==> src/rtl/timer_ctrl_pkg.sv <==
// timer_ctrl_pkg: state encoding and mode constants for the timer sequencing controller.
package timer_ctrl_pkg;

    localparam logic [1:0] ST_IDLE = 2'd0;
    localparam logic [1:0] ST_LOAD = 2'd1;
    localparam logic [1:0] ST_RUN  = 2'd2;
    localparam logic [1:0] ST_STOP = 2'd3;

    localparam logic MODE_ONESHOT  = 1'b0;
    localparam logic MODE_PERIODIC = 1'b1;

    typedef enum logic [1:0] {
        IDLE = ST_IDLE,
        LOAD = ST_LOAD,
        RUN  = ST_RUN,
        STOP = ST_STOP
    } state_t;

endpackage

==> src/rtl/timer_ctrl.sv <==
// timer_ctrl: drives a counter as a one-shot or periodic timer with compare-match interrupt.
module timer_ctrl
    import timer_ctrl_pkg::*;
#(
    parameter int WIDTH = 8
) (
    input  logic             clk_i,
    input  logic             rst_i,
    input  logic             start_i,
    input  logic             stop_i,
    input  logic             mode_i,
    input  logic [WIDTH-1:0] load_i,
    input  logic [WIDTH-1:0] cmp_i,
    input  logic [WIDTH-1:0] cnt_i,
    output logic             clr_o,
    output logic             en_o,
    output logic             we_o,
    output logic [WIDTH-1:0] dat_o,
    output logic             irq_o,
    output logic             busy_o
);

    state_t           state;
    logic [WIDTH-1:0] load_q;
    logic [WIDTH-1:0] cmp_q;
    logic             mode_q;
    logic             irq_q;
    logic             match;
    logic             latch;

    assign match = cnt_i == cmp_q;
    // stop always wins; start is honoured only from IDLE or as a restart from RUN
    assign latch = start_i && !stop_i && (state == IDLE || state == RUN);

    always_ff @(posedge clk_i or negedge rst_i) begin
        if (!rst_i) begin
            state  <= IDLE;
            load_q <= '0;
            cmp_q  <= '0;
            mode_q <= MODE_ONESHOT;
            irq_q  <= 1'b0;
        end else begin
            irq_q <= state == RUN && match && !stop_i;
            if (latch) begin
                load_q <= load_i;
                cmp_q  <= cmp_i;
                mode_q <= mode_i;
            end
            case (state)
                IDLE:    state <= latch ? LOAD : IDLE;
                LOAD:    state <= stop_i ? STOP : RUN;
                RUN:     state <= stop_i ? STOP : latch ? LOAD :
                                  (match && mode_q == MODE_ONESHOT) ? IDLE : RUN;
                default: state <= IDLE;
            endcase
        end
    end

    always_comb begin
        clr_o  = state == STOP;
        en_o   = state == RUN && !match;
        we_o   = state == LOAD || (state == RUN && match && mode_q == MODE_PERIODIC);
        dat_o  = load_q;
        irq_o  = irq_q;
        busy_o = state != IDLE;
    end

endmodule

==> config.mk <==
export PLATFORM = sky130hd
export DESIGN_NAME = timer_ctrl
export DESIGN_NICKNAME = d
export VERILOG_FILES = /design/src/rtl/timer_ctrl_pkg.sv /design/src/rtl/timer_ctrl.sv
export SDC_FILE = /design/constraint.sdc
export NUM_CORES = 1
export LEC_CHECK = 0
export BUFFER_PORTS_ARGS = -buffer_cell sky130_fd_sc_hd__buf_2
export CORE_MARGIN = 10
export CORE_UTILIZATION = 40
export DETAILED_ROUTE_END_ITERATION = 8
export PLACE_DENSITY = 0.75
export SETUP_SLACK_MARGIN = 0.4
export SYNTH_ARGS = -nofsm -noshare
export SYNTH_HDL_FRONTEND = slang
export SYNTH_SLANG_ARGS = --single-unit
==> constraint.sdc <==
create_clock -name clk_i -period 1.3 [get_ports clk_i]
set_clock_uncertainty 0.1 [all_clocks]
set_input_delay 0.13 -clock clk_i [delete_from_list [all_inputs] [get_ports clk_i]]
set_output_delay 0.13 -clock clk_i [all_outputs]
set_load 0.05 [all_outputs]
-- Yosys cells after proc, flatten, opt, wreduce, memory -nomap -nowiden
Index checks and enable logic that the tools add are counted.
- bits in registers: 20
- input port bits: 29
- word-level logic and storage cells: 29
- equal/unequal tests: 4
- mux-type cells: 6
- bitwise operators: 1
- reductions and logical operators: 13
- operator list (operator ; count):
    $eq A8 B8 Y1 ; 1
    $logic_and A1 B1 Y1 ; 7
    $mux W2 ; 3
    $pmux W2 S3 ; 1
    $eq A2 B2 Y1 const B ; 2
    $eq A2 B1 Y1 const B ; 1
    $logic_not A1 Y1 ; 2
    $logic_not A2 Y1 ; 1
    $logic_or A1 B1 Y1 ; 2
    $mux W1 ; 2
    $reduce_bool A2 Y1 ; 1
    $not A1 Y1 ; 1

-- Longest topological paths before layout
Gate-level depths: netlist (run 1).
- depth in word-level cells: 6
- depth in mapped cells: 4
- gate-level depth less buffers: 4

-- Worst setup path before layout (run 1)
OpenSTA, ideal clock, no wires.
- path type: register to output
- from: reg state[0]
- to: out en_o
- arrival time: 1427 ps
- required time: 1070 ps
- slack: -357 ps
- stages on the path, launching flop included: 3
- buffers on the path: 0
- cell sequence: dfrtp_1 > and2b_2 > nor2b_1
- cells in the longest elaborated chain, start to end: 2
- ends and longest elaborated chain (item ; RTL line ; text):
    start: declaration ; timer_ctrl.sv:23 ; state_t state;
    start signal: assignment ; timer_ctrl.sv:50 ; IDLE: state <= latch ? LOAD : IDLE;
    start signal: assignment ; timer_ctrl.sv:51 ; LOAD: state <= stop_i ? STOP : RUN;
    start signal: assignment ; timer_ctrl.sv:52 ; RUN: state <= stop_i ? STOP : latch ? LOAD :
    $eq A2 B2 Y1 ; timer_ctrl.sv:61 ; en_o = state == RUN && !match;
    $logic_and A1 B1 Y1 ; timer_ctrl.sv:61 ;
    end: declaration ; timer_ctrl.sv:16 ; output logic en_o,
Every way passes these cells.

-- Worst setup path in the final report (run 1)
- from: reg cmp_q[7]
- to: out en_o
- cells in the longest elaborated chain, start to end: 3
- ends and longest elaborated chain (item ; RTL line ; text):
    start: declaration ; timer_ctrl.sv:25 ; logic [WIDTH-1:0] cmp_q;
    start signal: assignment ; timer_ctrl.sv:46 ; cmp_q <= cmp_i;
    $eq A8 B8 Y1 ; timer_ctrl.sv:31 ; assign match = cnt_i == cmp_q;
    $logic_not A1 Y1 ; timer_ctrl.sv:61 ;
    $logic_and A1 B1 Y1 ; timer_ctrl.sv:61 ;
Every way passes these cells.

==> metrics.yaml, run 1 <==
sta:
  finalSetupViolCount: 23
  finalCritPeriodShare_pct: 131
  setup_slack_ps: -409
  slew_viol_final: 0
  rsz0062_at_grt: "true"
  relSlewSlack_pct: 70.2
  setup_tns_ps: -5050
  holdWs_ps: -43.0
  clock.fmax_mhz: 585
  finalHoldViolCount: 17
  worst_pin_slew_ps: 446
  fin_crit_ps: 1710
clock_network:
  clock_latency_ps: 290
  cts_max_level: 1
  cts_sinks: 20
  cts_buffer_depth: 2
  cts_root_buf: "clkbuf_4"
  cts_buffers: 3
  clkTransAtPathRegs_ps: 110
  cts_tree: "built"
  postCtsHoldBufs: 1
route:
  viasPerCell: 4.60
  wl_per_cell_um: 14.3
  drtPass1Iterations: 3
  drt_iter0_drc: 7
  ant_nets: 0
  drt-total-wl_mm: 2.31
  drc: 0
  vias: 740
setup_path:
  r2r-start: "state[0]"
  cp_data_required_time_ps: 1070
  startpoint_type: "register"
  crit_path_end_kind: "output port"
  cp_max_fo: 2
  arrival_ps: 1480
  r2r_slack_ps: -240
  crit_type: "register to output port"
  crit_start: "cmp_q[7]"
power:
  ir_drop_mv: 1.52
  powerDensity_nw_per_um2: 2270
  p_leak_nw: 0.804
  p_sw_share_pct: 38.1
  power_w: 0.00367
  p_seq_share_pct: 29.3
  power.share.clock_pct: 9.6
  p_int_w: 0.00228
  power_switching_w: 0.00140
  p_comb_share_pct: 61.1
final_layout:
  drive_above_1_share_pct: 73.7
  layout.nets: 163
  diodes: 0
  areaGrowthSynthToFinish_pct: 70.4
  most-common-layout-cells: "buf_2, buf_6, dfrtp_1"
  final_common_cell: "buf_2"
global_route:
  grt_remaining_overflow: 0
  grt_max_degree: 21
  antenna_found_initial: 0
  grt_usage_pct: 10.2
  grt_pass1_wl_mm: 3.67
  first_global_vias: 810
floorplanning:
  core-area_sq_um: 2230
  die_y_um: 68.7
  rows: 17
  boundaryPins: 42
  die_w_um: 68.7
  start_util_pct: 42.5
  dieArea_sq_um: 4720
synthesis:
  ys_types: 18
  synth_seq_cells: 20
  synth_warnings: 0
  yosysSeqAreaShare_pct: 52.7
  syn-mean-instance-area_sq_um: 15.1
  synth_area_sq_um: 950
  syn-num-nets: 92
  synthCells: 63
placement:
  port_buffers: 41
  dpl.hpwl_mm: 1.80
  gp_congestion: 0.690
hold_path:
  hp-class: "input pin to register"
  hold_start: "mode_i"
outcome:
  status: "finished, violations left"
  violations: "hold timing, setup timing"
flow_run:
  drv_cap: 0
stage by stage:
| step | setup WS, ps | utilization (%) | area, sq um | std cells |
|---|---|---|---|---|
| 2_1_floorplan | -7.14 | - | 1000 | 63 |
| 3_3_place_gp | -185 | 59.2 | 1320 | 141 |
| 3_5_place_dp | -173 | 59.2 | 1320 | 141 |
| 4_1_cts | -442 | 68.9 | 1540 | 153 |
| 5_1_grt | -483 | 72.4 | 1620 | 161 |
| 6_report | -409 | 72.4 | 1620 | 161 |
cell families (layout without fill, tap and decap cells):
logic type | count (synthesis) | count (layout) | synth area share, %
flops | 20 | 20 | 52.7
mux | 17 | 17 | 24.1
compound gates | 5 | 5 | 3.03
simple gates | 12 | 12 | 10.7
xor+xnor | 8 | 8 | 7.38
buf+inv | 1 | 71 | 2.11
path summary, 6_finish.rpt:
path	to	depth (start not counted)
setup / recovery	en_o	6
max in group asynchronous	state[0]	2
min in group asynchronous	cmp_q[5]	2
setup reg to reg	cmp_q[3]	5
hold / removal	mode_q	2
hold reg to reg	cmp_q[0]	1
registers in the layout, indices dropped and copies added (netlist names):
register  count
dat_o         8
mode_q        1
cmp_q         8
state         2
irq_o         1
metal layers:
| metal | share of wire, % | track usage (%) | vias up | routed length, um |
|---|---|---|---|---|
| li1 | - | - | 358 | - |
| met1 | 40 | 12.2 | 363 | 925 |
| met4 | 0.43 | 2.96 | 0 | 10 |
| met2 | 53 | 17.1 | 17 | 1230 |
| met3 | 6.0 | 3.22 | 2 | 138 |
| met5 | 0 | 0 | - | 0 |
power groups by stage:
| stage | clock network, W | registers (W) | logic, W |
|---|---|---|---|
| 6_report | 0.000351 | 0.00108 | 0.00225 |
| 3_5_place_dp | 0 | 0.00108 | 0.00168 |
| 5_1_grt | 0.000402 | 0.00112 | 0.00235 |
| 3_3_place_gp | 0 | 0.00107 | 0.00166 |
| 4_1_cts | 0.000366 | 0.00108 | 0.00213 |
| 2_1_floorplan | 0 | 0.00144 | 0.000892 |
timing repair:
action,CTS,global route
buffers inserted,7,8
endpoints found under the setup margin,33,33
hold endpoints to repair,37,17
gates resized for setup,36,5
pin swaps,5,5
final cells by class:
type	instances	area (sq um)
Timing Repair Buffer	67	558
Sequential cell	20	502
Multi-Input combinational cell	42	487
Clock buffer	4	36.3
Tap cell	28	35.0
Fill cell	163	616
synth_stat cells:
cell	count	area (sq um)
o21ai_0	2	10.0
nor2b_1	1	6.26
mux2_4	10	150
mux2_2	7	78.8
nand2b_4	1	13.8
a21oi_1	2	10.0
dfrtp_1	20	500
xnor2_1	8	70.1
nand4_1	2	12.5
or2_2	1	6.26
a31o_2	1	8.76
nor2_8	1	20.0
and2_2	1	7.51
and3b_1	1	8.76
and2b_2	2	17.5
nor3_1	1	5.00
buf_12	1	20.0
nor2_1	1	3.75
critical path, cell delays in order, from the launching register on:
cell and delay (ps):
dfrtp_1 410, xnor2_1 140, nand4_1 180, nor2_4 160, buf_6 110, nor2b_4 30, buf_8 140
(Power assumes the default switching activity.)
==> run 2, diff against run 1 <==
- BUFFER_PORTS_ARGS: -buffer_cell sky130_fd_sc_hd__buf_2 -> -buffer_cell sky130_fd_sc_hd__buf_4
- CORE_UTILIZATION: 40 -> 41
- PLACE_DENSITY: 0.75 -> 0.77
==> run 2 against run 1 <==
The flow still finishes with violations (hold timing, setup timing). First-iteration DRC count increased to 2.6 times the previous value. Utilization increased by 1.3 points. Critical path depth unchanged. Sequential share of layout area decreased by 0.26 points. Worst hold slack got worse by 3.8 ps. Fmax decreased by 2.3%. Clock-buffer cell count unchanged. Non-clock buffer count decreased by 4. Die area decreased by 1.7%. Register-to-register slack improved by 70 ps. Global-route usage increased by 0.73 points. Largest cell class unchanged.
==> metrics.yaml, run 2 (synthesis gave the netlist of run 1 again) <==
sta:
  setup_slack_ps: -449  # -40.0 ps
  relSlewSlack_pct: 82.9  # +13 points
  fin_crit_ps: 1750  # +40.0 ps
  finalHoldViolCount: 17  # unchanged
  clock.fmax_mhz: 572  # -2.3%
  finalSetupViolCount: 23  # unchanged
  finalCritPeriodShare_pct: 135  # +3.1 points
  setup_tns_ps: -4040  # +1020 ps
  slew_viol_final: 0  # unchanged
  holdWs_ps: -46.8  # -3.84 ps
  worst_pin_slew_ps: 256  # -191 ps
  rsz0062_at_grt: "true"
power:
  power.share.clock_pct: 9.9  # +0.3 points
  powerDensity_nw_per_um2: 2230  # -1.9%
  power_switching_w: 0.00142  # +1.6%
  ir_drop_mv: 1.45  # -4.2%
  p_int_w: 0.00222  # -2.6%
  p_sw_share_pct: 39.1  # +1.0 points
  p_comb_share_pct: 60.2  # -0.9 points
  p_leak_nw: 0.797  # -0.91%
  p_seq_share_pct: 29.9  # +0.6 points
route:
  viasPerCell: 4.60  # about the same
  wl_per_cell_um: 15.6  # +9.2%
  drt-total-wl_mm: 2.46  # +6.5%
  vias: 722  # -2.4%
  ant_nets: 0  # unchanged
  drtPass1Iterations: 2  # -1
  drt_iter0_drc: 18  # +11
  drc: 0  # unchanged
final_layout:
  diodes: 0  # unchanged
  final_common_cell: "buf_4"
  areaGrowthSynthToFinish_pct: 71.8
  drive_above_1_share_pct: 72.1  # -1.6 points
  layout.nets: 159  # -2.5%
  nFillCells: 146  # -10%
  most-common-layout-cells: "buf_4, buf_6, dfrtp_1"
  fin_area_sq_um: 1630  # +0.85%
setup_path:
  crit_type: "register to output port"
  cp_num_buf_inv: 2  # unchanged
  worstRegToRegCells: 5  # unchanged
  r2r_end: "dat_o[3]"
  slowest_stage: "dfrtp_1"
  cp_max_fo: 3  # +1
  crit_chain: "xnor2_1, nand4_1, nor2_4, buf_4, nor2b_4, buf_6"
  r2r-start: "state[0]"
  arrival_ps: 1520  # +40 ps
  critPathMaxStageDelay_ps: 410  # about the same
  crit_family: "flip-flops"
  crit_path_end_kind: "output port"
  r2r_slack_ps: -170  # +70 ps
  cp_data_required_time_ps: 1070  # about the same
  startpoint_type: "register"
floorplanning:
  die_w_um: 68.1  # -0.87%
  rows: 17  # unchanged
  boundaryPins: 42  # unchanged
  start_util_pct: 42.9  # +0.41 points
  dieArea_sq_um: 4640  # -1.7%
  core-area_sq_um: 2210  # -0.95%
  die_y_um: 68.1  # -0.87%
placement:
  dp_slack_ps: -197  # -23.4 ps
  post_dp_cell_area_sq_um: 1400  # +5.9%
  dpl.hpwl_mm: 1.79  # -0.28%
  port_buffers: 41  # unchanged
  gp_congestion: 0.758  # +10%
clock_network:
  cts_buffers: 3  # unchanged
  cts_buffer_depth: 2  # unchanged
  clkTransAtPathRegs_ps: 120  # about the same
  cts_sinks: 20  # unchanged
  postCtsHoldBufs: 2  # +1
  cts_tree: "built"
  cts_max_level: 1  # unchanged
  clock_latency_ps: 290  # about the same
  cts_root_buf: "clkbuf_4"
global_route:
  grt_pass1_wl_mm: 3.86  # +5.1%
  grt_max_degree: 21  # unchanged
  grt_remaining_overflow: 0  # unchanged
  grt_usage_pct: 10.9  # +0.73 points
  antenna_found_initial: 0  # unchanged
  first_global_vias: 820  # +1.2%
hold_path:
  whs_path_depth: 2  # unchanged
  hold_start: "load_i[4]"
  hold_end: "dat_o[4]"
  hp-class: "input pin to register"
outcome:
  violations: "hold timing, setup timing"
  status: "finished, violations left"
flow_run:
  drv_cap: 0  # unchanged
==> run 2: cell types whose count changed in the layout (fill, tap and decap cells not counted), moves of 2 or more <==
cell / previous run / this run
buf_4: 13 / 37
buf_2: 28 / 0
buf_12: 2 / 0
buf_6: 20 / 22
==> run 2: metrics by stage <==
stage               utilization (%)  total power, W  instances
floorplan                         -         0.00233         63
global placement               63.2         0.00285        141
CTS                            72.9         0.00359        155
finish                         73.8         0.00364        157
detailed placement             63.2         0.00289        141
global route                   73.8         0.00383        157
==> run 2: how the worst max path moves through the flow <==
stage                        start  endpoint  depth (start not counted)
after floorplan           cmp_q[7]      we_o                          4
after global placement    cmp_q[7]      we_o                          5
after detailed placement  cmp_q[7]      we_o                          5
after CTS                 cmp_q[7]      en_o                          6
after global routing      cmp_q[7]      en_o                          6
final                     cmp_q[7]      en_o                          6
==> run 2: power by group through the flow <==
stage | Combinational [W] | Clock, W | Sequential [W]
floorplan | 0.000892 | 0 | 0.00144
global route | 0.00230 | 0.000403 | 0.00113
global placement | 0.00178 | 0 | 0.00107
finish | 0.00219 | 0.000360 | 0.00109
detailed placement | 0.00180 | 0 | 0.00109
CTS | 0.00215 | 0.000362 | 0.00108
==> run 2: final cells by class <==
cell class                 count  area (sq um)  area share [%]
clock buffer                   4          36.3            2.22
tap                           28          35.0            2.15
sequential                    20           502            30.8
multi-input combinational     42           483            29.6
timing repair buffer          63           576            35.3
==> run 2: what timing repair did <==
action / 4_1_cts / 5_1_grt
cloned: 0 / 0
pin swaps: 4 / 2
setup endpoints to repair: 33 / 33
buffers inserted: 8 / 2
gates resized for setup: 26 / 1
hold endpoints to repair: 38 / 17
==> run 2: layer usage <==
layer | global-route usage, % | share of wire, %
met5 | 0 | 0
met4 | 3.27 | 0.86
met3 | 3.43 | 7.0
met2 | 19.9 | 56
met1 | 11.7 | 36
